[config.mk]
export PLATFORM = sky130hd
export DESIGN_NAME = lda_cmd_queue
export DESIGN_NICKNAME = d
export VERILOG_FILES = /design/src/rtl/lda_pkg.sv /design/src/rtl/lda_cmd_fifo.sv /design/src/rtl/lda_cmd_queue.sv
export SDC_FILE = /design/constraint.sdc
export NUM_CORES = 1
export LEC_CHECK = 0
export CAP_MARGIN = 10
export CORE_UTILIZATION = 55
export DETAILED_ROUTE_END_ITERATION = 6
export GPL_TIMING_DRIVEN = 0
export PLACE_DENSITY_LB_ADDON = 0.15
export SYNTH_ARGS = -nofsm -noshare
export SYNTH_HDL_FRONTEND = slang
export SYNTH_SLANG_ARGS = --single-unit
[constraint.sdc]
create_clock -name clk -period 14.35 [get_ports clk]
set_input_delay 2.87 -clock clk [delete_from_list [all_inputs] [get_ports clk]]
set_output_delay 2.87 -clock clk [all_outputs]
set_load 0.05 [all_outputs]
[src/rtl/lda_pkg.sv]
// Shared types for the line-drawing command queue: the queued command
// record and the issue state machine encoding.
package lda_pkg;

  localparam int LINE_X_W = 9;  // 320-pixel screen
  localparam int LINE_Y_W = 8;  // 240-line screen
  localparam int LINE_C_W = 3;  // colour index

  // One queued line command; field order is the order the host presents it.
  typedef struct packed {
    logic [LINE_X_W-1:0] x0;
    logic [LINE_X_W-1:0] x1;
    logic [LINE_Y_W-1:0] y0;
    logic [LINE_Y_W-1:0] y1;
    logic [LINE_C_W-1:0] colour;
  } line_cmd_t;

  localparam int LINE_CMD_W = $bits(line_cmd_t);

  // Issue sequencing: pop in IDLE, pulse start in ISSUE, hold in WAIT,
  // one dead cycle in GAP so the LDA can settle back to idle.
  typedef enum logic [1:0] {
    ST_IDLE  = 2'd0,
    ST_ISSUE = 2'd1,
    ST_WAIT  = 2'd2,
    ST_GAP   = 2'd3
  } lda_state_t;

endpackage

[src/rtl/lda_cmd_fifo.sv]
// Synchronous FIFO of line commands. Pointers carry an extra wrap bit so
// full and empty come straight from a pointer compare. Flush clears both
// pointers and overrides any push or pop in the same cycle. The head entry
// is read combinationally so the consumer can pop it into its own register
// on the same edge.
module lda_cmd_fifo
  import lda_pkg::*;
#(
  parameter int DEPTH = 8,
  localparam int AW = $clog2(DEPTH)
) (
  input  logic      clk,
  input  logic      reset,
  input  logic      push,
  input  line_cmd_t push_data,
  input  logic      pop,
  input  logic      flush,
  output line_cmd_t head,
  output logic      full,
  output logic      empty,
  output logic [AW:0] count
);

  line_cmd_t   mem [DEPTH];
  logic [AW:0] wr_ptr_reg;
  logic [AW:0] rd_ptr_reg;
  logic        do_push;
  logic        do_pop;

  // Flush takes priority; a full FIFO refuses pushes, an empty one refuses pops.
  assign do_push = push & ~full & ~flush;
  assign do_pop  = pop & ~empty & ~flush;

  assign empty = (wr_ptr_reg == rd_ptr_reg);
  assign full  = (wr_ptr_reg[AW] != rd_ptr_reg[AW]) &&
                 (wr_ptr_reg[AW-1:0] == rd_ptr_reg[AW-1:0]);
  assign count = wr_ptr_reg - rd_ptr_reg;
  assign head  = mem[rd_ptr_reg[AW-1:0]];

  // Pointer update: flush clears both, otherwise advance on accepted push/pop.
  always_ff @(posedge clk or negedge reset) begin
    if (!reset) begin
      wr_ptr_reg <= '0;
      rd_ptr_reg <= '0;
    end else if (flush) begin
      wr_ptr_reg <= '0;
      rd_ptr_reg <= '0;
    end else begin
      if (do_push) wr_ptr_reg <= wr_ptr_reg + 1'b1;
      if (do_pop)  rd_ptr_reg <= rd_ptr_reg + 1'b1;
    end
  end

  // Storage write; contents need no reset because the pointers gate them.
  always_ff @(posedge clk) begin
    if (do_push) mem[wr_ptr_reg[AW-1:0]] <= push_data;
  end

endmodule

[src/rtl/lda_cmd_queue.sv]
// Command stage in front of the line-drawing engine. Buffers host line
// commands and hands them to the LDA one at a time: start pulse, operands
// held until the LDA reports done, then a dead cycle before the next line.
module lda_cmd_queue
  import lda_pkg::*;
#(
  parameter int DEPTH = 8,
  parameter int X_W   = LINE_X_W,
  parameter int Y_W   = LINE_Y_W,
  parameter int C_W   = LINE_C_W,
  localparam int CNT_W = $clog2(DEPTH + 1)
) (
  input  logic             clk,
  input  logic             reset,
  input  logic             cmd_valid,
  output logic             cmd_ready,
  input  logic [X_W-1:0]   cmd_x0,
  input  logic [X_W-1:0]   cmd_x1,
  input  logic [Y_W-1:0]   cmd_y0,
  input  logic [Y_W-1:0]   cmd_y1,
  input  logic [C_W-1:0]   cmd_colour,
  input  logic             flush,
  output logic             lda_start,
  output logic [X_W-1:0]   lda_x0,
  output logic [X_W-1:0]   lda_x1,
  output logic [Y_W-1:0]   lda_y0,
  output logic [Y_W-1:0]   lda_y1,
  output logic [C_W-1:0]   lda_colour,
  input  logic             lda_done,
  output logic             busy,
  output logic [CNT_W-1:0] count,
  output logic [15:0]      lines_done
);

  lda_state_t state_reg;
  lda_state_t state_next;
  line_cmd_t  op_reg;
  line_cmd_t  in_cmd;
  line_cmd_t  fifo_head;
  logic       fifo_full;
  logic       fifo_empty;
  logic       fifo_push;
  logic       pop;
  logic       armed_reg;
  logic [15:0] lines_done_reg;

  assign in_cmd.x0     = cmd_x0;
  assign in_cmd.x1     = cmd_x1;
  assign in_cmd.y0     = cmd_y0;
  assign in_cmd.y1     = cmd_y1;
  assign in_cmd.colour = cmd_colour;

  // Ready depends only on registered state, never on cmd_valid. armed_reg
  // keeps it low during reset and for the first edge after release.
  assign cmd_ready = armed_reg & ~fifo_full;
  assign fifo_push = cmd_valid & cmd_ready;

  lda_cmd_fifo #(
    .DEPTH (DEPTH)
  ) u_fifo (
    .clk       (clk),
    .reset     (reset),
    .push      (fifo_push),
    .push_data (in_cmd),
    .pop       (pop),
    .flush     (flush),
    .head      (fifo_head),
    .full      (fifo_full),
    .empty     (fifo_empty),
    .count     (count)
  );

  // Ready enable: goes high on the first edge after reset is released.
  always_ff @(posedge clk or negedge reset) begin
    if (!reset) armed_reg <= 1'b0;
    else        armed_reg <= 1'b1;
  end

  // FSM state register.
  always_ff @(posedge clk or negedge reset) begin
    if (!reset) state_reg <= ST_IDLE;
    else        state_reg <= state_next;
  end

  // Next-state and pop decision; a flush in IDLE suppresses the pop.
  always_comb begin
    state_next = state_reg;
    pop        = 1'b0;
    case (state_reg)
      ST_IDLE: begin
        if (!fifo_empty && !flush) begin
          pop        = 1'b1;
          state_next = ST_ISSUE;
        end
      end
      ST_ISSUE: state_next = ST_WAIT;
      ST_WAIT: begin
        if (lda_done) state_next = ST_GAP;
      end
      ST_GAP:  state_next = ST_IDLE;
      default: state_next = ST_IDLE;
    endcase
  end

  // Operand capture on pop; held untouched through ISSUE, WAIT and GAP.
  always_ff @(posedge clk or negedge reset) begin
    if (!reset)   op_reg <= '0;
    else if (pop) op_reg <= fifo_head;
  end

  // Completed-line counter; done is only honoured while waiting on a line.
  always_ff @(posedge clk or negedge reset) begin
    if (!reset)
      lines_done_reg <= 16'd0;
    else if (state_reg == ST_WAIT && lda_done)
      lines_done_reg <= lines_done_reg + 16'd1;
  end

  assign lda_start  = (state_reg == ST_ISSUE);
  assign busy       = (state_reg == ST_ISSUE) || (state_reg == ST_WAIT);
  assign lines_done = lines_done_reg;
  assign lda_x0     = op_reg.x0;
  assign lda_x1     = op_reg.x1;
  assign lda_y0     = op_reg.y0;
  assign lda_y1     = op_reg.y1;
  assign lda_colour = op_reg.colour;

endmodule

# == Yosys cells after proc, flatten, opt, wreduce, memory -nomap -nowiden ==
# Memory sizes are Yosys's and may differ from the RTL's. A register that Yosys moved wholly into a read port is not among the register bits.
# Index checks and enable logic that the tools add are counted.
# Widths: inputs -> output; s select.
# word_totals
regBits,27
ramBits,296
input_bits,42
out_inout_bits,60
n_memories,1
# op_classes
add_sub_neg,4
eq_ne,8
n_mux,11
bitwise_logic,9
n_reduce_logical,11
# memory_table
name,depth,word_bits,read_ports,rd_clocked_by_memory_dff,write_ports,line_no,source
u_fifo.mem,8,37,1,1,1,lda_cmd_fifo.sv:24,line_cmd_t mem [DEPTH];
# op_table
op,count
$add 16x1->16 const B,1
$mux 4,4
$add 4x1->4 const B,2
$pmux 2 s4,1
$and 1x1->1,6
$eq 2x2->1 const B,2
$eq 4x4->1,1
$mux 1,4
$mux 2,2
$ne 2x2->1 const B,2
$reduce_bool 2->1,2
$sub 4x4->4,1
$eq 3x3->1,1
$logic_and 1x1->1,3
$logic_not 1->1,3
$not 1->1,3
$eq 2x1->1 const B,1
$logic_not 2->1,1
$reduce_and 2->1,1
$logic_or 1x1->1,1
$ne 1x1->1,1

# == Logic depth before layout (Yosys ltp) ==
# Gate-level depths: netlist (run 1).
# logic_depth
ltp_word,9
depth_mapped,10
ltp_nobuf,6

# == By module ==
# From an unflattened synthesis (run 1), not the netlist that was laid out.
# unflattened
hier_cells,730
hier_area_um2,14032.2
# modules_own_cells
module,instances,cells_each,area_per_inst_um2
lda_cmd_fifo,1,576,11767.5
lda_cmd_queue,1,154,2264.7

# == Worst setup path after synthesis (run 1) ==
# Ideal clock, no wire load.
# synth_path
kind,input port to flip-flop
from,in flush
to,"mem u_fifo.mem[6][0] (netlist bit), enable pin"
setup_time_ns,0.523
t_arrival_ns,6.693
path_slack_ns,7.133
path_stages,2
n_path_buf,1
path_cell_list,clkbuf_1 -> nor4_1
# synth_via
elab_chain_cells,4
# synth_lines
item,line_no,source
start: declaration,lda_cmd_queue.sv:22,"input logic flush,"
$not 1->1,lda_cmd_fifo.sv:31,assign do_push = push & ~full & ~flush;
$and 1x1->1,lda_cmd_fifo.sv:31,
$mux 1,lda_cmd_fifo.sv:56,if (do_push) mem[wr_ptr_reg[AW-1:0]] <= push_data;
$mux 1 (not written as such),lda_cmd_fifo.sv:56,
end: declaration,lda_cmd_fifo.sv:24,
# Every way passes these cells.

# == Worst setup path in the final report (run 1) ==
# layout_path
from,reg u_fifo.rd_ptr_reg[2]
to,out cmd_ready
# layout_via
elab_chain_cells,4
# layout_lines
item,line_no,source
start: declaration,lda_cmd_fifo.sv:26,logic [AW:0] rd_ptr_reg;
start signal: assignment,lda_cmd_fifo.sv:50,if (do_pop) rd_ptr_reg <= rd_ptr_reg + 1'b1;
$eq 3x3->1,lda_cmd_fifo.sv:36,(wr_ptr_reg[AW-1:0] == rd_ptr_reg[AW-1:0]);
$logic_and 1x1->1,lda_cmd_fifo.sv:35,assign full = (wr_ptr_reg[AW] != rd_ptr_reg[AW]) &&
$not 1->1,lda_cmd_queue.sv:55,assign cmd_ready = armed_reg & ~fifo_full;
$and 1x1->1,lda_cmd_queue.sv:55,
end: declaration,lda_cmd_queue.sv:16,"output logic cmd_ready,"
# Every way passes these cells.

==> results of run 1 <==
cell usage after synthesis, drive strengths merged:
master | count | area share
nand2 | 45 | 0.012
nand4 | 3 | 0.0014
and2 | 1 | 0.00045
a2bb2oi | 1 | 0.00063
and4 | 3 | 0.0019
xor2 | 10 | 0.0068
clkbuf | 9 | 0.0024
buf | 21 | 0.012
a21oi | 3 | 0.0011
o21a | 1 | 0.00054
dfrtp | 64 | 0.12
o2111ai | 1 | 0.00063
o21ai | 39 | 0.014
a21o | 1 | 0.00054
mux2 | 2 | 0.0016
fa | 1 | 0.0014
conb | 1 | 0.00027
o211ai | 5 | 0.0031
nor2 | 19 | 0.0051
edfxtp | 296 | 0.64
nand3 | 14 | 0.0050
and3 | 3 | 0.0014
inv | 13 | 0.0035
mux2i | 38 | 0.027
xnor2 | 14 | 0.0094
mux4 | 74 | 0.12
nor4 | 2 | 0.00090
ha | 10 | 0.0090
nor3 | 1 | 0.00036
or4 | 1 | 0.00054
nor2b | 1 | 0.00045
logic make-up after synthesis:
| group | after synthesis | synth area share |
|---|---|---|
| AO/OA/AOI/OAI | 51 | 0.0205 |
| XOR/XNOR | 24 | 0.0162 |
| adder cells (fa/ha/maj) | 11 | 0.0105 |
| buffers and inverters | 43 | 0.0183 |
| flip-flops | 360 | 0.756 |
| multiplexers | 114 | 0.149 |
| other | 1 | 0.000270 |
| AND/OR/NAND/NOR | 93 | 0.0296 |
through the flow:
| stage | utilization | hold slack (ps) | total power, W | setup WS, ps | cells |
|---|---|---|---|---|---|
| 2_1_floorplan | - | 508 | 0.00166 | 7130 | 697 |
| 3_3_place_gp | 0.624 | 459 | 0.00185 | 2640 | 1122 |
| 3_5_place_dp | 0.636 | 465 | 0.00187 | 8520 | 1140 |
| 4_1_cts | 0.687 | 477 | 0.00284 | 7970 | 1207 |
| 6_report | 0.687 | 473 | 0.00282 | 7960 | 1207 |
| 5_1_grt | 0.687 | 487 | 0.00291 | 7890 | 1207 |
placed cells by master, fill, tap and decap left out, drive strengths merged, types with 3 or more instances in the layout:
cell type      count
a21oi              3
and3               3
and4               3
buf               40
bufinv             5
clkbuf            62
clkdlybuf4s50    100
clkinv             8
dfrtp             64
edfxtp           296
ha                10
inv               14
mux2i             38
mux4              74
nand2             45
nand3             14
nand4              3
nor2              19
o211ai             5
o21ai             39
xnor2             14
xor2              10
critical path, delay by kind of cell, from the launching register on:
family / cells / cell delay (ps)
and+or+nand+nor: 1 / 310
AOI/OAI and AO/OA: 1 / 240
buffers and inverters: 4 / 1740
DFF: 1 / 360
adders and majority gates: 1 / 350
metal layers:
layer  up-vias  wire, um  GRT usage  share of wire
met4         2       754     0.0853          0.026
li1       3086         -          -              -
met3        66      1770     0.0436          0.061
met2       279     14800      0.402           0.51
met1      3643     11700      0.300           0.40
met5         -        13          0        0.00045
worst paths after layout:
check | from | slack [ps] | end | cells past startpoint
setup reg to reg | u_fifo.rd_ptr_reg[2]$_DFFE_PN0P_ | 10480 | u_fifo.mem[6][31]$_DFFE_PP_ | 9
hold / removal | lines_done[15]$_DFFE_PN0P_ | 470 | lines_done[15]$_DFFE_PN0P_ | 1
setup / recovery | u_fifo.rd_ptr_reg[2]$_DFFE_PN0P_ | 7960 | cmd_ready | 7
hold reg to reg | lines_done[15]$_DFFE_PN0P_ | 470 | lines_done[15]$_DFFE_PN0P_ | 1
max in group asynchronous | reset | 11220 | lda_y1[2]$_DFFE_PN0P_ | 1
min in group asynchronous | reset | 2510 | lda_y1[4]$_DFFE_PN0P_ | 1
power breakdown:
group / switching [W] / internal, W
clock network: 0.000377 / 0.000596
registers: 0.0000451 / 0.00120
logic: 0.000377 / 0.000227
final cells by class:
| class | count | area (um2) | share of cell area |
|---|---|---|---|
| multi-input combinational | 294 | 3200 | 0.190 |
| buffer | 30 | 205 | 0.0122 |
| sequential | 360 | 10500 | 0.623 |
| timing repair buffer | 119 | 1260 | 0.0748 |
| tap | 324 | 405 | 0.0241 |
| clock inverter | 14 | 204 | 0.0121 |
| clock buffer | 53 | 1040 | 0.0616 |
| inverter | 13 | 48.8 | 0.00290 |
==> run_results.csv, run 1 <==
group,metric,value,unit
timing,tightestPinTransition,1010,ps
cts,cts_resized,0,
timing,setup_tns,0,ps
cts,clk_latency,520,ps
critical_path,path_max_fanout,10,
status,status,"finished, final reports clean",
cts,ctsLongestPathBuffers,3,
power,peakVddDrop,0.116,mV
job,drv_cap,0,
timing,fin_crit_sh,0.445,
global_route,antenna_found_initial,2,
route,firstDrtPassIters,5,
critical_path,worstPathCellList,"buf_2 -> inv_2 -> buf_2 -> ha_1 -> nand3_1 -> o21a_1 -> clkdlybuf4s50_1",
synth,syn_area_per_cell,19.9,um2
route,drc,0,
layout,antenna_cells,0,
timing,drv_slew,0,
cts,numCtsBuffers,37,
die,start_util,0.566,
die,die-width,161,um
place,hpwl,18200,um
die,dieArea,0.0259,mm2
cts,cts_tree,"yes",
route,ant_nets,0,
synth,seq_area_frac_synth,0.756,
cts,cts.sinks,360,
synth,syn_inst,697,
cts,path_clk_slew,60,ps
layout,largest_reg_flops,296,
layout,fill_cells,1591,
cts,postCtsHoldBufs,0,
power,p_leak,5.99,nW
global_route,grt_pass1_vias,7634,
global_route,grt_first_pass_wirelength,44200,um
global_route,grt.total_usage,0.234,
place,post_dp_cell_area,0.0156,mm2
global_route,gr-total-overflow,0,
critical_path,slowest_delay,830,ps
route,vias_per_cell,5.86,
min_path,hp-class,"flip-flop to flip-flop",
die,rows,57,
timing,hold_violations,0,
power,power.density,167,mW/mm2
route,wirelength,29100,um
place,io_buffer_count,101,
synth,syn_nets,750,
die,ios,102,
route,drt_iter0_markers,701,
global_route,grt_max_degree,65,
synth,ys_ff_latch,360,
timing,max_freq,157,MHz
critical_path,worstSetupStartpointType,"flip-flop",
route,dr_total_vias,7076,
critical_path,path_common_cell,"buf_2",
cts,cts_setup_buffers,0,
place,place_congestion,0.808,
layout,area_delta_synth_final,21.4,%
die,core,0.0245,mm2
timing,finalSetupViolCount,0,
synth,netlist_area,0.0139,mm2
critical_path,critPathCaptureType,"output port",
timing,rsz0062_at_grt,"false",
critical_path,critPathSlowestCell,"clkdlybuf4s50_1",
cts,cts_root_buf,"clkbuf_16",
critical_path,cp.required,11480,ps
die,dieHeight,161,um
synth,ys_warn_count,0,
critical_path,arrival,3520,ps
layout,drive_above_1_share,0.204,
timing,finClkSkew,14.4,ps
timing,post-route-min-period,6390,ps
cts,htreeDepth,2,
timing,maxSlewHeadroom,0.318,
layout,finalInstanceArea,0.0168,mm2
critical_path,worstSetupPathType,"flip-flop to output port",
synth,ys_types,39,
layout,nets,908,
route,wl_per_cell,24.1,um
No activity file was read; power rests on OpenSTA's default activity.
==> run 2: changes to the inputs <==
- CORE_UTILIZATION: 55 -> 52
- clock period: 14.35 -> 5.7 ns (I/O delays scaled with it)
==> run_results.csv, run 2 (synthesis results as in run 1) <==
group,metric,value,unit
layout,final_common_cell,"edfxtp_1",
power,p_clk_frac,0.339,
power,p_int,0.00501,W
layout,drive_above_1_share,0.207,
cts,ctsLongestPathBuffers,3,
layout,area_delta_synth_final,21.3,%
timing,finClkSkew,18.7,ps
route,dr_total_vias,6948,
route,wl_per_cell,23.3,um
critical_path,arrival,3440,ps
cts,clk_latency,520,ps
critical_path,worstSetupPathType,"flip-flop to output port",
die,dieArea,0.0274,mm2
place,hpwl,17800,um
layout,nets,911,
critical_path,worstSetupStartpointType,"flip-flop",
critical_path,critPathCaptureType,"output port",
layout,fill_cells,1775,
die,core,0.0261,mm2
global_route,grt_pass1_vias,7273,
timing,max_freq,218,MHz
die,die-width,165,um
timing,drv_slew,0,
timing,hold_violations,0,
timing,rsz0062_at_grt,"false",
global_route,grt_first_pass_wirelength,43300,um
place,place_congestion,0.813,
route,drc,19,
place,pre_cts_ws,1590,ps
status,violations,"DRC",
global_route,gr-total-overflow,0,
cts,path_clk_slew,60,ps
die,dieHeight,165,um
route,firstDrtPassIters,7,
cts,cts.sinks,360,
die,start_util,0.531,
place,io_buffer_count,101,
min_path,hp-class,"flip-flop to flip-flop",
route,wirelength,28400,um
global_route,grt.total_usage,0.221,
power,p_seq_frac,0.446,
route,drt_iter0_markers,523,
power,p_sw,0.00199,W
route,ant_nets,0,
cts,postCtsHoldBufs,0,
timing,finalSetupViolCount,0,
timing,fin_crit_sh,0.804,
die,ios,102,
job,drv_cap,0,
critical_path,slowest_delay,830,ps
layout,antenna_cells,0,
global_route,grt_max_degree,50,
status,status,"finished with violations",
timing,maxSlewHeadroom,0.349,
power,power.density,416,mW/mm2
timing,tightestPinTransition,968,ps
critical_path,worstPathCellList,"buf_2 -> inv_2 -> buf_2 -> ha_1 -> nand3_1 -> o21a_1 -> clkdlybuf4s50_1",
power,p_comb_frac,0.215,
cts,cts_resized,0,
global_route,antenna_found_initial,1,
cts,numCtsBuffers,37,
timing,post-route-min-period,4580,ps
cts,cts_root_buf,"clkbuf_16",
layout,finalCoreUtilization,0.644,
power,p_leak,5.99,nW
critical_path,path_common_cell,"buf_2",
critical_path,cp.required,4560,ps
die,rows,59,
critical_path,critPathSlowestCell,"clkdlybuf4s50_1",
power,switching_share,0.284,
critical_path,path_max_fanout,10,
cts,cts_setup_buffers,0,
cts,cts_tree,"yes",
layout,largest_reg_flops,296,
power,peakVddDrop,0.270,mV
route,vias_per_cell,5.69,
cts,htreeDepth,2,
layout,mostFrequentLayoutCells,"296 x edfxtp_1, 100 x clkdlybuf4s50_1, 74 x mux4_2, 64 x dfrtp_1, 45 x nand2_1",
timing,timing.final.ws_setup,1120,ps
-- run 2: cell type report --
type | instances | area [um2] | share of cell area
Clock inverter | 14 | 145 | 0.00862
Tap cell | 335 | 419 | 0.0249
Sequential cell | 360 | 10500 | 0.623
Timing Repair Buffer | 122 | 1270 | 0.0754
Clock buffer | 54 | 1060 | 0.0631
Multi-Input combinational cell | 294 | 3200 | 0.190
Inverter | 13 | 48.8 | 0.00290
Buffer | 30 | 205 | 0.0122
-- run 2: power groups by stage --
stage,Clock [W],Combinational [W],Sequential [W]
after floorplan,0,0.000559,0.00362
after global placement,0,0.00149,0.00317
after detailed placement,0,0.00152,0.00317
after CTS,0.00240,0.00153,0.00313
after global routing,0.00252,0.00161,0.00314
final,0.00237,0.00151,0.00312
-- run 2: worst max-delay path: cells and delay by family (launching register included) --
family          cells  cell delay, ps
fa+ha+maj           1             340
simple gates        1             280
compound gates      1             230
flops               1             360
buf+inv             4            1720
-- run 2: metal layers --
| layer | share of wire | vias to the layer above | global-route usage |
|---|---|---|---|
| met5 | 0.00046 | - | 0 |
| met4 | 0.014 | 2 | 0.0529 |
| met3 | 0.060 | 30 | 0.0352 |
| met2 | 0.50 | 209 | 0.364 |
| met1 | 0.42 | 3611 | 0.313 |
| li1 | - | 3096 | - |
-- run 2: per-stage QoR --
step / setup TNS (ps) / area, um2 / cells / power, W / hold slack, ps
2_1_floorplan: -2820 / 13900 / 697 / 0.00418 / 508
5_1_grt: 0 / 16800 / 1222 / 0.00726 / 510
4_1_cts: 0 / 16800 / 1222 / 0.00706 / 487
3_3_place_gp: -393050 / 15300 / 1133 / 0.00466 / 459
6_report: 0 / 16800 / 1222 / 0.00700 / 476
3_5_place_dp: 0 / 15600 / 1154 / 0.00470 / 475
-- run 2: final timing paths --
path / from / endpoint / slack [ps] / depth (start not counted)
max: u_fifo.rd_ptr_reg[2]$_DFFE_PN0P_ / cmd_ready / 1120 / 7
max in group asynchronous: reset / lda_x0[4]$_DFFE_PN0P_ / 4600 / 2
max reg2reg: u_fifo.rd_ptr_reg[2]$_DFFE_PN0P_ / u_fifo.mem[6][35]$_DFFE_PP_ / 1570 / 12
min in group asynchronous: reset / lda_x1[3]$_DFFE_PN0P_ / 520 / 1
min: lines_done[15]$_DFFE_PN0P_ / lines_done[15]$_DFFE_PN0P_ / 480 / 1
min reg2reg: lines_done[15]$_DFFE_PN0P_ / lines_done[15]$_DFFE_PN0P_ / 480 / 1
